[src/rtl/mem_port_arbiter_if.sv]
// Signal bundle between mem_port_arbiter, its two requesters and the memory port.
// The arbiter takes the slave view; whatever drives requests and models memory takes the master view.
interface mem_port_arbiter_if #(
  parameter int ADDR_WIDTH = 29
);
  logic                  i_req_i;
  logic [ADDR_WIDTH-1:0] i_addr_i;
  logic                  i_gnt_o;
  logic                  i_rvalid_o;
  logic [31:0]           i_rdata_o;
  logic                  flush_i;

  logic                  d_req_i;
  logic                  d_we_i;
  logic [ADDR_WIDTH-1:0] d_addr_i;
  logic [31:0]           d_wdata_i;
  logic [3:0]            d_wstrb_i;
  logic                  d_gnt_o;
  logic                  d_rvalid_o;
  logic [31:0]           d_rdata_o;

  logic                  mem_valid_o;
  logic                  mem_ready_i;
  logic                  mem_we_o;
  logic [ADDR_WIDTH-1:0] mem_addr_o;
  logic [31:0]           mem_wdata_o;
  logic [3:0]            mem_wstrb_o;
  logic                  mem_rvalid_i;
  logic [31:0]           mem_rdata_i;

  modport slave (
    input  i_req_i, i_addr_i, flush_i,
    input  d_req_i, d_we_i, d_addr_i, d_wdata_i, d_wstrb_i,
    input  mem_ready_i, mem_rvalid_i, mem_rdata_i,
    output i_gnt_o, i_rvalid_o, i_rdata_o,
    output d_gnt_o, d_rvalid_o, d_rdata_o,
    output mem_valid_o, mem_we_o, mem_addr_o, mem_wdata_o, mem_wstrb_o
  );

  modport master (
    output i_req_i, i_addr_i, flush_i,
    output d_req_i, d_we_i, d_addr_i, d_wdata_i, d_wstrb_i,
    output mem_ready_i, mem_rvalid_i, mem_rdata_i,
    input  i_gnt_o, i_rvalid_o, i_rdata_o,
    input  d_gnt_o, d_rvalid_o, d_rdata_o,
    input  mem_valid_o, mem_we_o, mem_addr_o, mem_wdata_o, mem_wstrb_o
  );
endinterface

[src/rtl/mem_port_arbiter.sv]
// Shares one memory port between instruction fetch and the data stage, one transaction at a time.
// Data has priority, but fetch is guaranteed a turn after MAX_STREAK data grants in a row.
module mem_port_arbiter #(
  parameter int MAX_STREAK = 4,
  parameter int ADDR_WIDTH = 29
) (
  input logic              clk_i,
  input logic              rst_i,
  mem_port_arbiter_if.slave bus
);

  localparam int SW = $clog2(MAX_STREAK + 1);
  typedef logic [SW-1:0] streak_t;
  localparam streak_t STREAK_LIMIT = streak_t'(MAX_STREAK);

  typedef enum logic [1:0] {IDLE, ISSUE, WAIT_RESP} state_t;

  state_t                state_q, state_d;
  logic                  owner_fetch_q, owner_fetch_d;
  logic [ADDR_WIDTH-1:0] addr_q, addr_d;
  logic                  we_q, we_d;
  logic [31:0]           wdata_q, wdata_d;
  logic [3:0]            wstrb_q, wstrb_d;
  streak_t               streak_q, streak_d;
  logic                  drop_q, drop_d;
  logic                  fetch_wins;

  always_ff @(posedge clk_i or negedge rst_i) begin
    if (!rst_i) begin
      state_q       <= IDLE;
      owner_fetch_q <= 1'b0;
      addr_q        <= '0;
      we_q          <= 1'b0;
      wdata_q       <= '0;
      wstrb_q       <= '0;
      streak_q      <= '0;
      drop_q        <= 1'b0;
    end else begin
      state_q       <= state_d;
      owner_fetch_q <= owner_fetch_d;
      addr_q        <= addr_d;
      we_q          <= we_d;
      wdata_q       <= wdata_d;
      wstrb_q       <= wstrb_d;
      streak_q      <= streak_d;
      drop_q        <= drop_d;
    end
  end

  always_comb begin
    state_d        = state_q;
    owner_fetch_d  = owner_fetch_q;
    addr_d         = addr_q;
    we_d           = we_q;
    wdata_d        = wdata_q;
    wstrb_d        = wstrb_q;
    streak_d       = streak_q;
    drop_d         = drop_q;
    fetch_wins     = 1'b0;
    bus.i_gnt_o    = 1'b0;
    bus.d_gnt_o    = 1'b0;
    bus.i_rvalid_o = 1'b0;
    bus.d_rvalid_o = 1'b0;
    bus.mem_valid_o = 1'b0;

    case (state_q)
      IDLE: begin
        if (bus.i_req_i || bus.d_req_i) begin
          fetch_wins = bus.i_req_i && (!bus.d_req_i || streak_q == STREAK_LIMIT);
          state_d    = ISSUE;
          if (fetch_wins) begin
            owner_fetch_d = 1'b1;
            addr_d        = bus.i_addr_i;
            we_d          = 1'b0;
            wdata_d       = '0;
            wstrb_d       = '0;
            streak_d      = '0;
          end else begin
            owner_fetch_d = 1'b0;
            addr_d        = bus.d_addr_i;
            we_d          = bus.d_we_i;
            wdata_d       = bus.d_wdata_i;
            wstrb_d       = bus.d_wstrb_i;
            // The streak only grows while fetch is actually left waiting.
            if (!bus.i_req_i) begin
              streak_d = '0;
            end else if (streak_q != STREAK_LIMIT) begin
              streak_d = streak_q + streak_t'(1);
            end
          end
        end
      end

      ISSUE: begin
        bus.mem_valid_o = 1'b1;
        if (bus.flush_i && owner_fetch_q) begin
          drop_d = 1'b1;
        end
        if (bus.mem_ready_i) begin
          bus.i_gnt_o = owner_fetch_q;
          bus.d_gnt_o = !owner_fetch_q;
          state_d     = WAIT_RESP;
        end
      end

      WAIT_RESP: begin
        if (bus.flush_i && owner_fetch_q) begin
          drop_d = 1'b1;
        end
        if (bus.mem_rvalid_i) begin
          // A flush arriving with the response still kills it, hence the direct flush_i term.
          bus.i_rvalid_o = owner_fetch_q && !drop_q && !bus.flush_i;
          bus.d_rvalid_o = !owner_fetch_q;
          drop_d         = 1'b0;
          state_d        = IDLE;
        end
      end

      default: state_d = IDLE;
    endcase
  end

  assign bus.mem_we_o    = we_q;
  assign bus.mem_addr_o  = addr_q;
  assign bus.mem_wdata_o = wdata_q;
  assign bus.mem_wstrb_o = wstrb_q;
  assign bus.i_rdata_o   = bus.mem_rdata_i;
  assign bus.d_rdata_o   = bus.mem_rdata_i;

endmodule

[src/flat_wrapper.sv]
// flat-port wrapper written by rule: the top's interface ports become plain ports
module mem_port_arbiter_flat 
#(
  parameter int MAX_STREAK = 4,
  parameter int ADDR_WIDTH = 29
)
  (clk_i, rst_i, bus_i_req_i, bus_i_addr_i, bus_flush_i, bus_d_req_i, bus_d_we_i, bus_d_addr_i, bus_d_wdata_i, bus_d_wstrb_i, bus_mem_ready_i, bus_mem_rvalid_i, bus_mem_rdata_i, bus_i_gnt_o, bus_i_rvalid_o, bus_i_rdata_o, bus_d_gnt_o, bus_d_rvalid_o, bus_d_rdata_o, bus_mem_valid_o, bus_mem_we_o, bus_mem_addr_o, bus_mem_wdata_o, bus_mem_wstrb_o);
  mem_port_arbiter_if #(.ADDR_WIDTH(ADDR_WIDTH)) bus_i ();
  input logic clk_i;
  input logic rst_i;
  input wire logic [$bits(bus_i.i_req_i)-1:0] bus_i_req_i;
  input wire logic [$bits(bus_i.i_addr_i)-1:0] bus_i_addr_i;
  input wire logic [$bits(bus_i.flush_i)-1:0] bus_flush_i;
  input wire logic [$bits(bus_i.d_req_i)-1:0] bus_d_req_i;
  input wire logic [$bits(bus_i.d_we_i)-1:0] bus_d_we_i;
  input wire logic [$bits(bus_i.d_addr_i)-1:0] bus_d_addr_i;
  input wire logic [$bits(bus_i.d_wdata_i)-1:0] bus_d_wdata_i;
  input wire logic [$bits(bus_i.d_wstrb_i)-1:0] bus_d_wstrb_i;
  input wire logic [$bits(bus_i.mem_ready_i)-1:0] bus_mem_ready_i;
  input wire logic [$bits(bus_i.mem_rvalid_i)-1:0] bus_mem_rvalid_i;
  input wire logic [$bits(bus_i.mem_rdata_i)-1:0] bus_mem_rdata_i;
  output wire logic [$bits(bus_i.i_gnt_o)-1:0] bus_i_gnt_o;
  output wire logic [$bits(bus_i.i_rvalid_o)-1:0] bus_i_rvalid_o;
  output wire logic [$bits(bus_i.i_rdata_o)-1:0] bus_i_rdata_o;
  output wire logic [$bits(bus_i.d_gnt_o)-1:0] bus_d_gnt_o;
  output wire logic [$bits(bus_i.d_rvalid_o)-1:0] bus_d_rvalid_o;
  output wire logic [$bits(bus_i.d_rdata_o)-1:0] bus_d_rdata_o;
  output wire logic [$bits(bus_i.mem_valid_o)-1:0] bus_mem_valid_o;
  output wire logic [$bits(bus_i.mem_we_o)-1:0] bus_mem_we_o;
  output wire logic [$bits(bus_i.mem_addr_o)-1:0] bus_mem_addr_o;
  output wire logic [$bits(bus_i.mem_wdata_o)-1:0] bus_mem_wdata_o;
  output wire logic [$bits(bus_i.mem_wstrb_o)-1:0] bus_mem_wstrb_o;
  assign bus_i.i_req_i = bus_i_req_i;
  assign bus_i.i_addr_i = bus_i_addr_i;
  assign bus_i.flush_i = bus_flush_i;
  assign bus_i.d_req_i = bus_d_req_i;
  assign bus_i.d_we_i = bus_d_we_i;
  assign bus_i.d_addr_i = bus_d_addr_i;
  assign bus_i.d_wdata_i = bus_d_wdata_i;
  assign bus_i.d_wstrb_i = bus_d_wstrb_i;
  assign bus_i.mem_ready_i = bus_mem_ready_i;
  assign bus_i.mem_rvalid_i = bus_mem_rvalid_i;
  assign bus_i.mem_rdata_i = bus_mem_rdata_i;
  assign bus_i_gnt_o = bus_i.i_gnt_o;
  assign bus_i_rvalid_o = bus_i.i_rvalid_o;
  assign bus_i_rdata_o = bus_i.i_rdata_o;
  assign bus_d_gnt_o = bus_i.d_gnt_o;
  assign bus_d_rvalid_o = bus_i.d_rvalid_o;
  assign bus_d_rdata_o = bus_i.d_rdata_o;
  assign bus_mem_valid_o = bus_i.mem_valid_o;
  assign bus_mem_we_o = bus_i.mem_we_o;
  assign bus_mem_addr_o = bus_i.mem_addr_o;
  assign bus_mem_wdata_o = bus_i.mem_wdata_o;
  assign bus_mem_wstrb_o = bus_i.mem_wstrb_o;
  mem_port_arbiter #(.MAX_STREAK(MAX_STREAK), .ADDR_WIDTH(ADDR_WIDTH)) u_core (.clk_i(clk_i), .rst_i(rst_i), .bus(bus_i));
endmodule
[config.mk]
export PLATFORM = sky130hd
export DESIGN_NAME = mem_port_arbiter_flat
export DESIGN_NICKNAME = d
export VERILOG_FILES = /design/src/rtl/mem_port_arbiter_if.sv /design/src/rtl/mem_port_arbiter.sv /design/src/flat_wrapper.sv
export SDC_FILE = /design/constraint.sdc
export NUM_CORES = 1
export LEC_CHECK = 0
export ABC_CLOCK_PERIOD_IN_PS = 2150
export CORE_MARGIN = 2
export CORE_UTILIZATION = 36
export DETAILED_ROUTE_END_ITERATION = 8
export PLACE_DENSITY = 0.81
export SLEW_MARGIN = 20
export SYNTH_ARGS = -nofsm -noshare
export SYNTH_HDL_FRONTEND = slang
export SYNTH_SLANG_ARGS = --single-unit
[constraint.sdc]
create_clock -name clk_i -period 2.15 [get_ports clk_i]
set_input_delay 0.43 -clock clk_i [delete_from_list [all_inputs] [get_ports clk_i]]
set_output_delay 0.43 -clock clk_i [all_outputs]
set_load 0.1 [all_outputs]
* Yosys cells after proc, flatten, opt, wreduce, memory -nomap -nowiden
Index checks and enable logic that the tools add are counted.
Word-level totals: bits in registers 73, input bits 134, output and inout bits 135, word-level logic and storage cells 56
Cells by class: $add $sub $neg 1, equal/unequal tests 8, mux-type cells 24, reductions and logical operators 15
Operators with widths (number):
- $mux W32 | 1
- $mux W29 | 1
- $mux W1 | 13
- $mux W3 | 3
- $mux W2 | 3
- $pmux W2 S3 | 1
- $reduce_and A3 Y1 | 2
- $logic_and A1 B1 Y1 | 4
- $logic_not A1 Y1 | 4
- $mux W4 | 1
- $ne A2 B2 Y1 const B | 2
- $add A3 B1 Y3 const B | 1
- $eq A3 B3 Y1 const B | 1
- $ne A3 B1 Y1 const B | 1
- $ne A3 B3 Y1 const B | 1
- $eq A2 B1 Y1 const B | 1
- $eq A2 B2 Y1 const B | 1
- $logic_not A2 Y1 | 1
- $logic_or A1 B1 Y1 | 2
- $ne A2 B1 Y1 const B | 1
- $pmux W1 S2 | 1
- $reduce_and A2 Y1 | 1
- $reduce_bool A2 Y1 | 1

* Longest topological paths before layout
depth after elaboration 5, depth in mapped cells 7, gate-level depth less buffers 5

* Worst setup path before layout
OpenSTA, ideal clock, no wires.
path kind reg2out, from register u_core.state_q[0], to output port bus_i_rvalid_o, data arrival time 3.792 ns, required time 1.720 ns, slack -2.072 ns, cell stages (with the launch flop) 5, buffers on the path 0, cell sequence dfrtp_1 inv_1 ha_1 nand2_1 nor4b_1
Between the ends: longest elaborated chain between the ends 2
RTL lines:
- start, declared | RTL line mem_port_arbiter.sv:18 | state_t state_q, state_d;
- start signal, assigned | RTL line mem_port_arbiter.sv:39 | state_q <= state_d;
- $eq A2 B2 Y1 | RTL line mem_port_arbiter.sv:66 | case (state_q)
- $mux W1 | RTL line mem_port_arbiter.sv:66
- end, declared | RTL line flat_wrapper.sv:23 | output wire logic [$bits(bus_i.i_rvalid_o)-1:0] bus_i_rvalid_o;
Every way passes these cells.

* Final worst setup path
Ends and elaborated chain as after synthesis.

==> flow_results.xml <==
<?xml version="1.0" encoding="UTF-8"?>
<metrics>
  <group name="run_status">
    <metric name="run_status" unit="">completed</metric>
  </group>
  <group name="logic_synthesis">
    <metric name="synthesis.yosys.warnings" unit="">0</metric>
    <metric name="synth_seq_area_share" unit="">0.476</metric>
    <metric name="synth_enable_flop_cells" unit="">0</metric>
    <metric name="yosys_register_bits" unit="">73</metric>
    <metric name="async_flop_share" unit="">1.00</metric>
    <metric name="syn_inst" unit="">360</metric>
    <metric name="synthDistinctLibCells" unit="">32</metric>
    <metric name="share_of_synthesized_cell_area_in_full_adder_half_adder_and_majority_cells" unit="">0.0195</metric>
    <metric name="main_combinational_cell_family_by_area_after_synthesis" unit="">compound AO/OA/AOI/OAI gates</metric>
    <metric name="nets_in_the_synthesized_netlist" unit="">500</metric>
    <metric name="synth_simple_gate_area_share" unit="">0.124</metric>
    <metric name="synthesis.area" unit="µm²">3840</metric>
    <metric name="synth-compound-area-share" unit="">0.203</metric>
    <metric name="synth_flop_cell" unit="">dfrtp_1</metric>
    <metric name="post_synth_mux_area_share" unit="">0.00293</metric>
    <metric name="post_synth_xor_area_fraction" unit="">0</metric>
    <metric name="post_synth.cell_area_avg" unit="µm²">10.7</metric>
  </group>
  <group name="setup_path">
    <metric name="worst-setup-path-type" unit="">reg -&gt; out</metric>
    <metric name="beginning_of_the_worst_register_to_register_path" unit="">u_core.state_q[1]</metric>
    <metric name="number_of_cells_on_the_worst_reg_to_reg_path" unit="">6</metric>
    <metric name="path_cells" unit="">inv_2, ha_4, nand2_2, nor4b_4, buf_12</metric>
    <metric name="reg2reg_to" unit="">u_core.bus.mem_wdata_o[12]</metric>
    <metric name="critical_path.max_fanout" unit="">3</metric>
    <metric name="crit_path_top_delay_cell" unit="">dfrtp_1</metric>
    <metric name="timing.critical_path.from_type" unit="">register</metric>
    <metric name="cp_slowest_stage_delay" unit="ns">0.41</metric>
    <metric name="setup.reg_to_reg.worst_slack" unit="ns">0.36</metric>
    <metric name="critical_path.endpoint_type" unit="">output pin</metric>
    <metric name="cp.arrival" unit="ns">1.63</metric>
    <metric name="crit_required" unit="ns">1.72</metric>
  </group>
  <group name="clock_network">
    <metric name="numCtsBuffers" unit="">9</metric>
    <metric name="clk_sinks" unit="">73</metric>
    <metric name="ctsLongestPathBuffers" unit="">2</metric>
    <metric name="cts-htree-levels" unit="">3</metric>
    <metric name="worst_setup_hold_path_clk_slew" unit="ns">0.08</metric>
    <metric name="cts_tree" unit="">done</metric>
    <metric name="clock_tree.root_cell" unit="">clkbuf_8</metric>
    <metric name="worstSkewPairLatency" unit="ns">0.35</metric>
  </group>
  <group name="cells_and_area">
    <metric name="multi_input_combinational_cell_area" unit="µm²">1390</metric>
    <metric name="final_layout_size_suffix_gt1_frac" unit="">0.284</metric>
    <metric name="most_frequent_standard_cell_in_the_layout_excluding_fill_and_tap_cells" unit="">clkdlybuf4s50_1</metric>
    <metric name="filler_cell_count" unit="">928</metric>
    <metric name="most-common-layout-cells" unit="">clkdlybuf4s50_1 (100), buf_4 (74), dfrtp_1 (73), nand2_1 (62), a22o_1 (38)</metric>
    <metric name="layout.core_utilization" unit="">0.521</metric>
    <metric name="antenna_cells" unit="">0</metric>
    <metric name="count_of_nets_after_finishing" unit="">603</metric>
    <metric name="ff_latch_area" unit="µm²">1830</metric>
    <metric name="stdcell_area" unit="µm²">5370</metric>
    <metric name="area.growth.synth_to_final" unit="%">39.9</metric>
  </group>
  <group name="sta">
    <metric name="maxClockFrequency" unit="GHz">0.486</metric>
    <metric name="finalClockSkew" unit="ns">0.00930</metric>
    <metric name="setup-violations-final" unit="">0</metric>
    <metric name="rsz0062_at_grt" unit="">false</metric>
    <metric name="finalHoldViolations" unit="">0</metric>
    <metric name="max_slew_margin" unit="">0.670</metric>
    <metric name="worst_pin_slew" unit="ns">0.494</metric>
    <metric name="min_period_over_period" unit="">0.958</metric>
    <metric name="maxSlewViolCount" unit="">0</metric>
    <metric name="post-route-min-period" unit="ns">2.06</metric>
  </group>
  <group name="drt">
    <metric name="detail_route.wirelength" unit="µm">9980</metric>
    <metric name="detail_route.wl_per_cell" unit="µm">16.5</metric>
    <metric name="number_of_remaining_drc_errors" unit="">0</metric>
    <metric name="vias" unit="">3137</metric>
    <metric name="detail_route.first_pass.iterations" unit="">5</metric>
    <metric name="routed_via_density" unit="">5.19</metric>
    <metric name="drtAntennaViolNets" unit="">0</metric>
    <metric name="first_iter_violations" unit="">168</metric>
  </group>
  <group name="floorplan">
    <metric name="fp.dieW" unit="µm">107</metric>
    <metric name="rows" unit="">37</metric>
    <metric name="die_y" unit="µm">107</metric>
    <metric name="die_area" unit="µm²">11500</metric>
    <metric name="io-pin-count" unit="">269</metric>
    <metric name="core-area" unit="µm²">10300</metric>
    <metric name="effective_utilization_at_floorplan" unit="">0.372</metric>
  </group>
  <group name="run">
    <metric name="max-cap-violations" unit="">0</metric>
  </group>
  <group name="grt">
    <metric name="grt_pass1_wl" unit="µm">15200</metric>
    <metric name="grt_pass1_vias" unit="">3118</metric>
    <metric name="grt_start_max_net_pins" unit="">39</metric>
    <metric name="global_route.overflow_total" unit="">0</metric>
    <metric name="overall_track_demand_over_capacity_in_global_routing" unit="">0.168</metric>
    <metric name="grt_antenna_before_repair" unit="">0</metric>
  </group>
  <group name="place">
    <metric name="hpwl" unit="µm">7270</metric>
    <metric name="gpl.final_weighted_congestion" unit="">0.782</metric>
    <metric name="port-buffer-count" unit="">172</metric>
    <metric name="dpl_cell_area" unit="µm²">5120</metric>
  </group>
  <group name="worst_hold_path">
    <metric name="timing.hold.worst.class" unit="">in -&gt; async</metric>
  </group>
</metrics>
synth_stat cells (2+ instances only):
| cell | number | area share |
|---|---|---|
| dfrtp_1 | 73 | 0.48 |
| inv_1 | 5 | 0.0049 |
| ha_1 | 6 | 0.020 |
| buf_2 | 10 | 0.013 |
| buf_4 | 68 | 0.13 |
| o211ai_1 | 8 | 0.016 |
| buf_1 | 2 | 0.0020 |
| a22o_1 | 38 | 0.087 |
| nand2_1 | 63 | 0.062 |
| a21oi_1 | 3 | 0.0039 |
| nor2_1 | 5 | 0.0049 |
| a31oi_1 | 2 | 0.0033 |
| o211ai_2 | 21 | 0.068 |
| buf_6 | 6 | 0.018 |
| clkbuf_1 | 5 | 0.0049 |
| nand4_1 | 29 | 0.047 |
critical path: cells and delay by family (launching register included):
family        cells  cell delay [ns]
fa+ha+maj         1             0.15
buf+inv           2             0.32
flops             1             0.41
simple gates      2             0.39
final cells by class:
type | count | area share
flip-flops and latches | 73 | 0.340
repair buffers | 183 | 0.323
multi-input cells | 191 | 0.259
well taps | 136 | 0.0317
clock buffers | 10 | 0.0256
clock inverters | 6 | 0.0170
inverters | 5 | 0.00349
metal layers:
metal	global-route usage	up-vias	wire, µm
li1	-	1428	-
met1	0.205	1506	4100
met2	0.271	176	4730
met3	0.0508	27	918
met4	0.0807	0	230
met5	0	-	0
logic make-up (layout without fill, tap and decap cells):
kind of cell | Yosys count | in the layout
and+or+nand+nor | 102 | 102
AOI/OAI and AO/OA | 82 | 82
adders and majority gates | 6 | 6
DFF | 73 | 73
muxes | 1 | 1
buffers and inverters | 96 | 204
flip-flops by register name, summed over array words and instances, names as in the netlist:
| register | flops |
|---|---|
| u_core.streak_q | 3 |
| u_core.bus.mem_wstrb_o | 4 |
| u_core.state_q | 2 |
| u_core.owner_fetch_q | 1 |
| u_core.bus.mem_addr_o | 29 |
| u_core.bus.mem_we_o | 1 |
| u_core.bus.mem_wdata_o | 32 |
| u_core.drop_q | 1 |
metrics by stage:
step                      setup TNS, ns  setup WS (ns)  std cells  hold WS, ns
final                                 0         0.0912        604       0.0392
after global routing                  0        0.00958        604       0.0504
after CTS                             0       0.000153        603       0.0389
after detailed placement              0          0.102        587        0.431
after global placement                0          0.184        587        0.421
after floorplan                 -0.0779        -0.0779        360        0.134
what timing repair did:
item	4_1_cts	5_1_grt
setup endpoints to repair	0	1
buffers inserted	0	1
endpoints found under the hold margin	0	0
hold buffers	0	0
resized for setup	0	4
worst max-delay path by stage:
stage                 startpoint                         to  slack (ns)  cells after the start
6_report       u_core.state_q[0]             bus_i_rvalid_o        0.09                      5
2_1_floorplan  u_core.state_q[0]             bus_i_rvalid_o       -0.08                      4
3_5_place_dp         bus_i_req_i  u_core.bus.mem_addr_o[10]        0.10                      4
4_1_cts        u_core.state_q[0]             bus_i_rvalid_o      0.0002                      5
3_3_place_gp    bus_mem_rvalid_i             bus_i_rvalid_o        0.18                      4
5_1_grt        u_core.state_q[0]             bus_i_rvalid_o        0.01                      5
Power is left out: the tool's default activity adds up to more than one toggle a clock period on the data nets, which glitch-free logic cannot reach.
